**src/rtl/seqdet_pkg.sv**
```systemverilog
// Shared types and helpers for the parametrised serial sequence detector.
package seqdet_pkg;

    typedef enum logic [1:0] {
        IDLE = 2'd0,
        FILL = 2'd1,
        RUN  = 2'd2
    } state_t;

    // Width of the fill counter, which counts 0..pat_w-1.
    function automatic int fill_w(input int pat_w);
        return $clog2(pat_w);
    endfunction

endpackage

```
**src/rtl/seq_match_counter.sv**
```systemverilog
// Saturating match counter with a sticky saturation flag.
// A clear that coincides with a new match leaves the count at 1.
module seq_match_counter
    import seqdet_pkg::*;
#(
    parameter int CNT_W = 8
) (
    input  logic             clk,
    input  logic             reset,
    input  logic             inc,
    input  logic             clr,
    output logic [CNT_W-1:0] count,
    output logic             sat
);

    localparam logic [CNT_W-1:0] CNT_MAX = {CNT_W{1'b1}};

    logic [CNT_W-1:0] count_q, count_d;
    logic             sat_q, sat_d;

    // Next count: clear has priority, otherwise increment until the maximum.
    always_comb begin
        count_d = count_q;
        sat_d   = sat_q;
        if (clr) begin
            count_d = CNT_W'(inc);
            sat_d   = 1'b0;
        end else begin
            if (inc && count_q != CNT_MAX) begin
                count_d = count_q + CNT_W'(1);
            end
            sat_d = sat_q | (count_d == CNT_MAX);
        end
    end

    // Counter registers.
    always_ff @(posedge clk) begin
        if (reset) begin
            count_q <= '0;
            sat_q   <= 1'b0;
        end else begin
            count_q <= count_d;
            sat_q   <= sat_d;
        end
    end

    assign count = count_q;
    assign sat   = sat_q;

endmodule

```
**src/rtl/seq_detect_param.sv**
```systemverilog
// Parametrised serial sequence detector with a loadable pattern,
// overlapping / non-overlapping match modes and a one-cycle match pulse.
// Build option SEQDET_COUNT_EN adds the saturating match counter; without
// it match_count and count_sat read as zero and count_clr is ignored.
module seq_detect_param
    import seqdet_pkg::*;
#(
    parameter int PAT_W = 4,
    parameter int CNT_W = 8
) (
    input  logic             clk,
    input  logic             reset,
    input  logic             cfg_load,
    input  logic [PAT_W-1:0] cfg_pattern,
    input  logic             cfg_overlap,
    input  logic             bit_valid,
    input  logic             bit_in,
    input  logic             count_clr,
    output logic             armed,
    output logic             match,
    output logic [CNT_W-1:0] match_count,
    output logic             count_sat
);

    localparam int                FILL_W    = fill_w(PAT_W);
    localparam logic [FILL_W-1:0] LAST_FILL = FILL_W'(PAT_W - 1);

    state_t            state_q, state_d;
    logic [PAT_W-1:0]  pat_q, pat_d;
    logic              ovl_q, ovl_d;
    logic [PAT_W-1:0]  hist_q, hist_d;
    logic [FILL_W-1:0] fill_q, fill_d;
    logic              match_q, match_d;
    logic [PAT_W-1:0]  hist_nxt;
    logic              win_full;

    // Next state, history shift and pattern compare; cfg_load beats bit_valid.
    always_comb begin
        state_d  = state_q;
        pat_d    = pat_q;
        ovl_d    = ovl_q;
        hist_d   = hist_q;
        fill_d   = fill_q;
        match_d  = 1'b0;
        win_full = 1'b0;
        hist_nxt = {hist_q[PAT_W-2:0], bit_in};
        if (cfg_load) begin
            pat_d   = cfg_pattern;
            ovl_d   = cfg_overlap;
            hist_d  = '0;
            fill_d  = '0;
            state_d = FILL;
        end else if (bit_valid) begin
            case (state_q)
                FILL: begin
                    hist_d = hist_nxt;
                    if (fill_q == LAST_FILL) begin
                        win_full = 1'b1;
                        fill_d   = '0;
                        state_d  = RUN;
                    end else begin
                        fill_d = fill_q + FILL_W'(1);
                    end
                end
                RUN: begin
                    hist_d   = hist_nxt;
                    win_full = 1'b1;
                end
                default: ;
            endcase
            // A full window is compared; non-overlap mode restarts the fill.
            if (win_full && hist_nxt == pat_q) begin
                match_d = 1'b1;
                if (!ovl_q) begin
                    state_d = FILL;
                    hist_d  = '0;
                    fill_d  = '0;
                end
            end
        end
    end

    // Detector registers.
    always_ff @(posedge clk) begin
        if (reset) begin
            state_q <= IDLE;
            pat_q   <= '0;
            ovl_q   <= 1'b0;
            hist_q  <= '0;
            fill_q  <= '0;
            match_q <= 1'b0;
        end else begin
            state_q <= state_d;
            pat_q   <= pat_d;
            ovl_q   <= ovl_d;
            hist_q  <= hist_d;
            fill_q  <= fill_d;
            match_q <= match_d;
        end
    end

    assign armed = (state_q != IDLE);
    assign match = match_q;

`ifdef SEQDET_COUNT_EN
    // Counter sees the same pulse that sets match, so both update together.
    seq_match_counter #(.CNT_W(CNT_W)) u_cnt (
        .clk   (clk),
        .reset (reset),
        .inc   (match_d),
        .clr   (count_clr),
        .count (match_count),
        .sat   (count_sat)
    );
`else
    logic unused_count_clr;
    assign unused_count_clr = count_clr;
    assign match_count      = '0;
    assign count_sat        = 1'b0;
`endif

endmodule

```
**config.mk**
```make
export PLATFORM = sky130hd
export DESIGN_NAME = seq_detect_param
export DESIGN_NICKNAME = d
export VERILOG_FILES = /design/src/rtl/seqdet_pkg.sv /design/src/rtl/seq_match_counter.sv /design/src/rtl/seq_detect_param.sv
export SDC_FILE = /design/constraint.sdc
export NUM_CORES = 1
export LEC_CHECK = 0
export CAP_MARGIN = 20
export CORE_MARGIN = 5
export CORE_UTILIZATION = 44
export DETAILED_ROUTE_END_ITERATION = 8
export GPL_ROUTABILITY_DRIVEN = 0
export PLACE_DENSITY = 0.86
export SLEW_MARGIN = 25
export SYNTH_ARGS = -nofsm -noshare
export SYNTH_HDL_FRONTEND = slang
export SYNTH_SLANG_ARGS = --single-unit
```
**constraint.sdc**
```tcl
create_clock -name clk -period 1.86 [get_ports clk]
set_input_delay 0.558 -clock clk [delete_from_list [all_inputs] [get_ports clk]]
set_output_delay 0.558 -clock clk [all_outputs]
set_load 0.05 [all_outputs]
```
---- After elaboration in Yosys (flattened, before gate mapping) ----
Cells that the tools add are included.
storage, ports and cells
  memories ................................ 0
  bits of input ports ..................... 11
  word-level logic and storage cells ...... 37
  output and inout bits ................... 11
  RAM bits ................................ 0
  register bits ........................... 14
  bits in latches ......................... 0
  ROM bits ................................ 0
cells by class
  $lt $le $gt $ge ......................... 0
  multiply operators ...................... 0
  reduce and logical (&&, ||, !) cells .... 6
  bitwise logic cells ..................... 1
  div/mod/pow operators ................... 0
  multiplexer cells ....................... 18
  eq/ne operators ......................... 4
  shifts and indexed selects .............. 0
  add/subtract/negate cells ............... 1
operators with widths
  cell                                                  number
  two-way mux 2 bit                                     8
  two-way mux 4 bit                                     3
  two-way mux 1 bit                                     6
  equality test 2 bit (second input constant)           2
  equality test 4 bit                                   1
  nonzero test 2 bit                                    2
  OR reduction 2 bit                                    2
  OR reduction 3 bit                                    1
  adder 2 x 1 -> 2 bit (second input constant)          1
  equality test 2 x 1 -> 1 bit (second input constant)  1
  case mux 1 bit (2 select lines)                       1
  logical AND 1 bit                                     1
  inverter 1 bit                                        1

---- Longest topological paths before layout ----
  depth after elaboration ................. 9
  mapped depth ............................ 5
  mapped depth without buffers ............ 5

---- Worst setup path before layout ----
No wires, ideal clock.
  kind .................................... reg2out
  start point ............................. register state_q[0]
  end point ............................... output armed
  path buffers ............................ 0
  required time ........................... 1.302 ns
  stages on the path, launching flop included .. 4
  setup slack ............................. 0.430 ns
  arrival ................................. 0.872 ns
  cells stage by stage .................... dfxtp_1 > inv_1 > ha_1 > inv_1
on the way
  cells in the longest elaborated chain, start to end .. 1
ends and longest elaborated chain
  element                 line                     RTL
  from (decl)             seq_detect_param.sv:28   state_t state_q, state_d;
  from (signal assigned)  seq_detect_param.sv:93   state_q <= state_d;
  nonzero test 2 bit      seq_detect_param.sv:102  assign armed = (state_q != IDLE);
  to (decl)               seq_detect_param.sv:19   output logic armed,
No other way between the ends.

---- Final worst setup path ----
Same ends and word-level chain as after synthesis.

==> summary.md <==
| Metric | Value |
|---|---|
| Clock latency on the worst-skew pair | `0.28 ns` |
| FP Rows | `14` |
| Worst Path Required | `1.30 ns` |
| Post-Place Setup Slack | `-0.0595 ns` |
| EDFF count, synth | `0` |
| DR vias | `515` |
| Antenna diodes | `0` |
| Vias per cell | `5.00` |
| Avg Cell Area, Syn | `10.2 sq um` |
| Routed WL per cell | `12.7 um` |
| CP Capture Type | `primary output` |
| Die Footprint | `2550 sq um` |
| Largest net degree at the start of global routing | `9` |
| Nets | `103` |
| Core footprint | `1520 sq um` |
| Clk sink count | `13` |
| GRT Overall Usage | `0.112` |
| CTS Buffer Depth | `2` |
| Drt drc | `0` |
| CTS tree | `done` |
| Root Driver | `clkbuf_4` |
| Final Hold Viols | `0` |
| Post-CTS Hold Fix Bufs | `0` |
| Commonest cells after routing, fill and taps aside | `dfxtp_1 (13), mux2i_1 (10), conb_1 (9), clkdlybuf4s50_1 (9)` |
| Area contributors post-synth | `dfxtp_1 (36%), mux2i_1 (14%), buf_4 (9.4%)` |
| Hold slack | `0.516 ns` |
| Clk slew on worst S/H paths | `0.08 ns` |
| Drt initial violations | `3` |
| Hold crit path type | `flip-flop to flip-flop` |
| Critical path type | `flip-flop to primary output` |
| Max-cap violations | `0` |
| Post-synth top area share | `0.361` |
| Final Critical Period | `1.68 ns` |
| CTS Buf Count | `3` |
| H-Tree Depth | `1` |
| Port Buffer Count | `11` |
| Outcome | `finished, final reports clean` |
| Final worst slack | `0.177 ns` |
| Commonest non-fill, non-tap cell in the layout | `dfxtp_1` |
| GRT overflow | `0` |
| Async S/R FF share, synth | `0` |
| Worst EP arrival | `1.12 ns` |
| Setup violations, final | `0` |
| CP Launch Type | `flip-flop` |
| Yosys cell types | `22` |
| Peak supply drop | `0.472 mV` |
| First-pass GRT wire length | `2.24 mm` |
| Postcts setup bufs | `0` |
| Max frequency | `594 MHz` |
| Synthesized flop and latch total | `13` |
| Most used flip-flop cell after synthesis | `dfxtp_1` |
| Leak | `0.398 nW` |
| Power, Total | `0.598 mW` |
| Initial Util | `0.473` |
| Sequential cell area fraction in the yosys report | `0.361` |
| Final core utilization | `0.572` |
| Post-CTS Resized | `0` |
| WL final | `1.30 mm` |
| Area grow syn2layout | `21.0%` |
| Clk_skew | `0.00885 ns` |
| Initial antenna violation count | `0` |
| Cell taking the most area after synthesis | `dfxtp_1` |
| RSZ-0062 raised after global routing | `no` |
| Pre-antenna DRT Iters | `2` |
| Vias in the first global route | `530` |
| ANT nets after route | `0` |
| PD cells | `686 nW/um^2` |
| Die Y-Extent | `50.5 um` |
| Ratio of cells with drive above 1 in the final layout | `0.161` |
| Final Max Tran Viols | `0` |
| Final worst path period share | `0.905` |
| DP Wirelength | `1.09 mm` |
| Ports | `22` |
| Warnings, synthesis | `0` |
| Syn Inst Count | `71` |
| Post-Syn Area | `721 sq um` |
| CP Max Fanout | `3` |
| DIE WIDTH | `50.5 um` |
[final timing paths]
kind	start	endpoint	slack, ns	cells past startpoint
max	state_q[0]$_SDFFE_PP0P_	armed	0.18	4
min	pat_q[2]$_SDFFE_PP0P_	pat_q[2]$_SDFFE_PP0P_	0.52	2
max reg2reg	state_q[1]$_SDFFE_PP0P_	match$_SDFF_PP0_	0.28	5
min reg2reg	pat_q[2]$_SDFFE_PP0P_	pat_q[2]$_SDFFE_PP0P_	0.52	2
[worst max-delay path: stages (launching register included)]
cell     delay, ns
dfxtp_1       0.36
inv_1         0.07
ha_1          0.19
inv_1         0.09
buf_12        0.14
[layer usage]
layer,part of all wire,vias up,track usage
met3,0.093,4,0.0207
met2,0.50,22,0.209
met1,0.39,231,0.118
met4,0.015,0,0.0511
li1,-,258,-
met5,0,-,0
[cell usage after synthesis (2+ instances only)]
cell type	instances
mux2i_1	10
nor2_1	6
buf_4	9
ha_1	4
nand2_1	2
xor2_1	3
a211oi_1	6
a21oi_1	2
clkbuf_1	2
inv_1	3
dfxtp_1	13
[layout make-up]
| type | count | area [sq um] |
|---|---|---|
| clock buffer | 4 | 26.3 |
| fill | 146 | 652 |
| inverter | 3 | 11.3 |
| multi-input combinational | 51 | 399 |
| sequential | 13 | 260 |
| tap | 16 | 20.0 |
| timing repair buffer | 16 | 155 |
[through the flow]
step	setup TNS [ns]	instances	area [sq um]
after global placement	-0.00440	99	846
final	0	103	872
after global routing	0	103	872
after CTS	0	103	872
after detailed placement	-0.0595	99	846
after floorplan	0	79	751
[flip-flops by register name, summed over array words and instances (netlist names)]
register / count
fill_q: 2
hist_q: 3
match: 1
ovl_q: 1
pat_q: 4
state_q: 2
[where the power goes]
part           internal (mW)  total (mW)  leakage, nW  switching (mW)
clock                 0.0832       0.175       0.0150          0.0914
combinational         0.0472       0.129        0.277          0.0819
sequential             0.287       0.295        0.106         0.00741
total                  0.418       0.598        0.398           0.181
[kinds of logic (layout without fill, tap and decap cells)]
group	count (synthesis)	after routing	synth area share
flops	13	13	0.361
other cells	1	9	0.00520
compound gates	10	10	0.0972
xor+xnor	4	4	0.0590
fa+ha+maj	4	4	0.0694
simple gates	14	14	0.142
buf+inv	15	23	0.127
mux	10	10	0.139
Power figures use the tool's default switching activity.
==> RTL change 1: new RTL, config.mk and constraints unchanged <==
Remove the register `match_q`: a continuous assignment takes its place, so the output `match` follows one clock earlier.
--- a/src/rtl/seq_detect_param.sv
+++ b/src/rtl/seq_detect_param.sv
@@ -88,16 +88,16 @@
             ovl_q   <= 1'b0;
             hist_q  <= '0;
             fill_q  <= '0;
-            match_q <= 1'b0;
         end else begin
             state_q <= state_d;
             pat_q   <= pat_d;
             ovl_q   <= ovl_d;
             hist_q  <= hist_d;
             fill_q  <= fill_d;
-            match_q <= match_d;
         end
     end
+
+    assign match_q = match_d;
 
     assign armed = (state_q != IDLE);
     assign match = match_q;
Behaviour: not the same (Yosys sat finds a counterexample within 10 cycles, from zero or initial values and one cycle with reset high).
==> RTL change 1 against the unedited design <==
  * The flow now finishes with violations (setup timing)
  * Total power increased by 5.2%
  * Core utilization up 7.7 points
  * Combinational power grew 15%
  * Global-route usage grew 0.67 points
  * Sequential cell count is 1 lower
  * Setup slack got worse by 820 ps
  * Clock skew shrank 8.1 ps
  * Die area fell by 4.0%
  * Area after synthesis is 5.0% lower
  * Sequential share of layout area down 4.7 points
  * Design area grew 11%
  * Via count up 9.3%
  * Wire length up 7.6%
  * Fmax down 33%
  * Largest power group unchanged
  * Highest routed layer unchanged
==> RTL change 1: results (changes against the unedited design) <==
status: "finished, violations left"  # was complete, no violations
violations: "setup timing"
grt_use_total: 0.119  # was 0.112
setup_viol: 1  # was 0
r2r_end: "hist_q[0]"  # was match
grt_max_degree: 8  # was 9
ys_seq_area_frac: 0.351  # was 0.361
power_leakage_nw: 0.462  # was 0.398 nW
synth_common_cells: "12 x dfxtp_1, 10 x mux2i_1, 9 x buf_4, 6 x a211oi_1, 6 x nor2_1"  # was 13 x dfxtp_1, 10 x mux2i_1, 9 x buf_4, 6 x a211oi_1, 6 x nor2_1
dpl_cell_area_um2: 910  # was 846 µm²
switchingPower_mw: 0.182  # was 0.181 mW
ff2ff_path_depth: 7  # was 5
holdPathEnd: "pat_q[1]"  # was pat_q[2]
drt-pass1-iter-count: 4  # was 2
finClkSkew_ps: 0.771  # was 8.85 ps
drtIter0Drc: 7  # was 3
cpPeakStageDelay_ps: 450  # was 360 ps
fin_ws_ps: -642  # was 177 ps
setup-tns-final_ps: -642  # was 0 ps
viasPerCell: 4.98  # was 5.00
pre_cts_slack_ps: -930  # was -59.5 ps
arrival_ps: 1940  # was 1120 ps
dpl.hpwl_um: 1160  # was 1090 µm
crit_family: "simple AND/OR/NAND/NOR gates"  # was flip-flops
dr_total_vias: 563  # was 515
dp_cells: 108  # was 99
==> RTL change 1: logic make-up after synthesis <==
logic type | share of synthesized area
compound gates | 0.0987
xor+xnor | 0.0512
fa+ha+maj | 0.0731
buf+inv | 0.128
flops | 0.351
mux | 0.146
other cells | 0.00548
simple gates | 0.146
==> RTL change 1: area by class of cell <==
class                           count  area, µm²  area share
Clock buffer                        4       36.3      0.0375
Timing Repair Buffer               26        236       0.245
Tap cell                           16       20.0      0.0207
Sequential cell                    12        243       0.251
Inverter                            3       11.3      0.0116
Multi-Input combinational cell     52        420       0.435
==> RTL change 1: routing by layer <==
metal / track usage / wire length [µm] / up-vias
met2: 0.208 / 732 / 21
met1: 0.115 / 515 / 259
met5: 0 / 0 / -
met3: 0.0214 / 112 / 4
li1: - / - / 279
met4: 0.105 / 42 / 0
==> RTL change 1: worst register-to-register path: stages, from the launching register on <==
cell	delay [ps]
dfxtp_2	340
inv_2	50
buf_4	120
ha_1	190
a21oi_1	300
nor3b_1	90
buf_4	170
a211oi_1	230
==> RTL change 1: repair_timing <==
| action | CTS | global route |
|---|---|---|
| endpoints found under the setup margin | 1 | 1 |
| setup buffers | 0 | 1 |
| gates resized for setup | 8 | 2 |
| hold endpoints to repair | 0 | 0 |
| pin swaps | 3 | 3 |
==> RTL change 1: worst max-delay path by stage <==
stage                     cells past startpoint  slack, ps  endpoint
final                                         6       -640     match
after global routing                          6       -730     match
after CTS                                     6       -650     match
after detailed placement                      5       -930     match
after global placement                        5       -900     match
after floorplan                               3       -580     match
==> RTL change 1: power groups by stage <==
stage	logic, mW	registers, mW	clock network (mW)
3_3_place_gp	0.139	0.278	0
3_5_place_dp	0.144	0.278	0
4_1_cts	0.146	0.273	0.215
6_report	0.148	0.273	0.209
5_1_grt	0.157	0.274	0.228
2_1_floorplan	0.102	0.277	0
==> RTL change 2: new RTL, same settings <==
Made on the original files. Change the parameter `CNT_W` from 8 to 6.
--- a/src/rtl/seq_detect_param.sv
+++ b/src/rtl/seq_detect_param.sv
@@ -6,7 +6,7 @@
     import seqdet_pkg::*;
 #(
     parameter int PAT_W = 4,
-    parameter int CNT_W = 8
+    parameter int CNT_W = 6
 ) (
     input  logic             clk,
     input  logic             reset,
Interface: changed (resized match_count); port bits go from 22 to 20. No check against the original RTL was run, so the function may have changed too.
==> RTL change 2 against the unedited design <==
  * Combinational power decreased by 7%
  * Sequential cell count unchanged
  * Design area decreased by 0.86%
  * Synthesized cell count decreased by 2.8%
  * Setup slack got worse by 10 ps
  * Global-route usage decreased by 0.76 points
  * Register-to-register slack improved by 60 ps
  * Area after synthesis decreased by 2.1%
  * Wire length decreased by 6.1%
  * Total power decreased by 1.2%
  * Critical path depth unchanged
  * Count of clock-buffer cells in the layout unchanged
==> RTL change 2: results (changes against the unedited design) <==
r2r_start: "state_q[1]"  # unchanged
drive_gt1_frac: 0.165  # was 0.161
cts-root-buf: "clkbuf_4"  # unchanged
port_buffers: 11  # unchanged
post_cts_buffers: 0  # unchanged
antenna_found_initial: 0  # unchanged
startpoint: "state_q[0]"  # unchanged
first_global_vias: 508  # was 530
status: "complete, no violations"  # unchanged
ys_seq_area_frac: 0.369  # was 0.361
grt_pass1_wl_um: 2060  # was 2240 µm
power_leakage_nw: 0.391  # was 0.398 nW
async_flop_share: 0  # unchanged
n_fill_cell: 138  # was 146
ys_types: 22  # unchanged
drtIter0Drc: 0  # was 3
irDropWorstVdd_mv: 0.363  # was 0.472 mV
layout.nets: 101  # was 103
wl_um: 1230  # was 1300 µm
fin_ws_ps: 167  # was 177 ps
viasPerCell: 5.10  # was 5.00
slowest_stage: "dfxtp_1"  # unchanged
cpPeakStageDelay_ps: 370
r2r_slack_ps: 340  # was 280 ps
synth_common_cells: "13 x dfxtp_1, 10 x mux2i_1, 7 x buf_4, 6 x a211oi_1, 6 x nor2_1"  # was 13 x dfxtp_1, 10 x mux2i_1, 9 x buf_4, 6 x a211oi_1, 6 x nor2_1
hold_class: "register to register"  # unchanged
drt-pass1-iter-count: 1  # was 2
arrival_ps: 1130
htree_levels: 1  # unchanged
grt_use_total: 0.104  # was 0.112
comb_cell_power_mw: 0.120  # was 0.129 mW
synth_most_common_cell: "dfxtp_1"  # unchanged
antennaDiodeCount: 0  # unchanged
power.internal_mw: 0.418  # about the same
hold_path.startpoint: "pat_q[3]"  # was pat_q[2]
pre_cts_slack_ps: -43.8  # was -59.5 ps
dpl_cell_area_um2: 838  # was 846 µm²
dpl.hpwl_um: 983  # was 1090 µm
seq_power_share: 0.498  # was 0.492
path_max_fanout: 3  # unchanged
synth.area.top_cells: "dfxtp_1 37%, mux2i_1 14%, buf_4 7.4%, ha_1 7.1%, a211oi_1 6.4%"  # was dfxtp_1 36%, mux2i_1 14%, buf_4 9.4%, ha_1 6.9%, a211oi_1 6.3%
finClkSkew_ps: 4.89  # was 8.85 ps
RTL change 2: cell types whose count changed in the layout (fill, tap and decap cells not counted), sizes merged:
cell,before,now
conb,9,7
RTL change 2: cells by family (layout without fill, tap and decap cells):
group,Yosys count,count (layout),synth area share
buffers and inverters,13,23,0.108
adders and majority gates,4,4,0.0709
and+or+nand+nor,14,14,0.145
DFF,13,13,0.369
xor gates and xnor gates,4,4,0.0603
other,1,7,0.00531
muxes,10,10,0.142
AOI/OAI and AO/OA,10,10,0.0993
RTL change 2: area by class of cell:
cell class,instances,area [µm²],share of cell area
Timing Repair Buffer,16,155,0.179
Tap cell,16,20.0,0.0232
Clock buffer,4,26.3,0.0304
Multi-Input combinational cell,49,392,0.453
Inverter,3,11.3,0.0130
Sequential cell,13,260,0.301
RTL change 2: final timing paths:
path | end | cells after the start
min | pat_q[3] | 2
max | armed | 4
max reg2reg | match | 5
min reg2reg | pat_q[3] | 2
RTL change 2: routing by layer:
metal | routed length, µm | vias to the layer above | track usage
li1 | - | 259 | -
met1 | 501 | 229 | 0.109
met2 | 587 | 23 | 0.182
met3 | 111 | 4 | 0.0241
met4 | 25 | 0 | 0.0655
met5 | 0 | - | 0
RTL change 2: critical path, delay by kind of cell (launching register included):
family	cells	cell delay (ps)
buffers and inverters	3	300
adders and majority gates	1	190
DFF	1	370
RTL change 2: per-stage QoR:
stage | power, mW | std cells | setup TNS [ps] | util | hold WS (ps)
floorplan | 0.391 | 75 | 0 | - | 481
global placement | 0.417 | 97 | -2.97 | 0.556 | 497
detailed placement | 0.421 | 97 | -43.8 | 0.556 | 504
CTS | 0.596 | 101 | 0 | 0.574 | 523
global route | 0.620 | 101 | 0 | 0.574 | 554
finish | 0.591 | 101 | 0 | 0.574 | 516
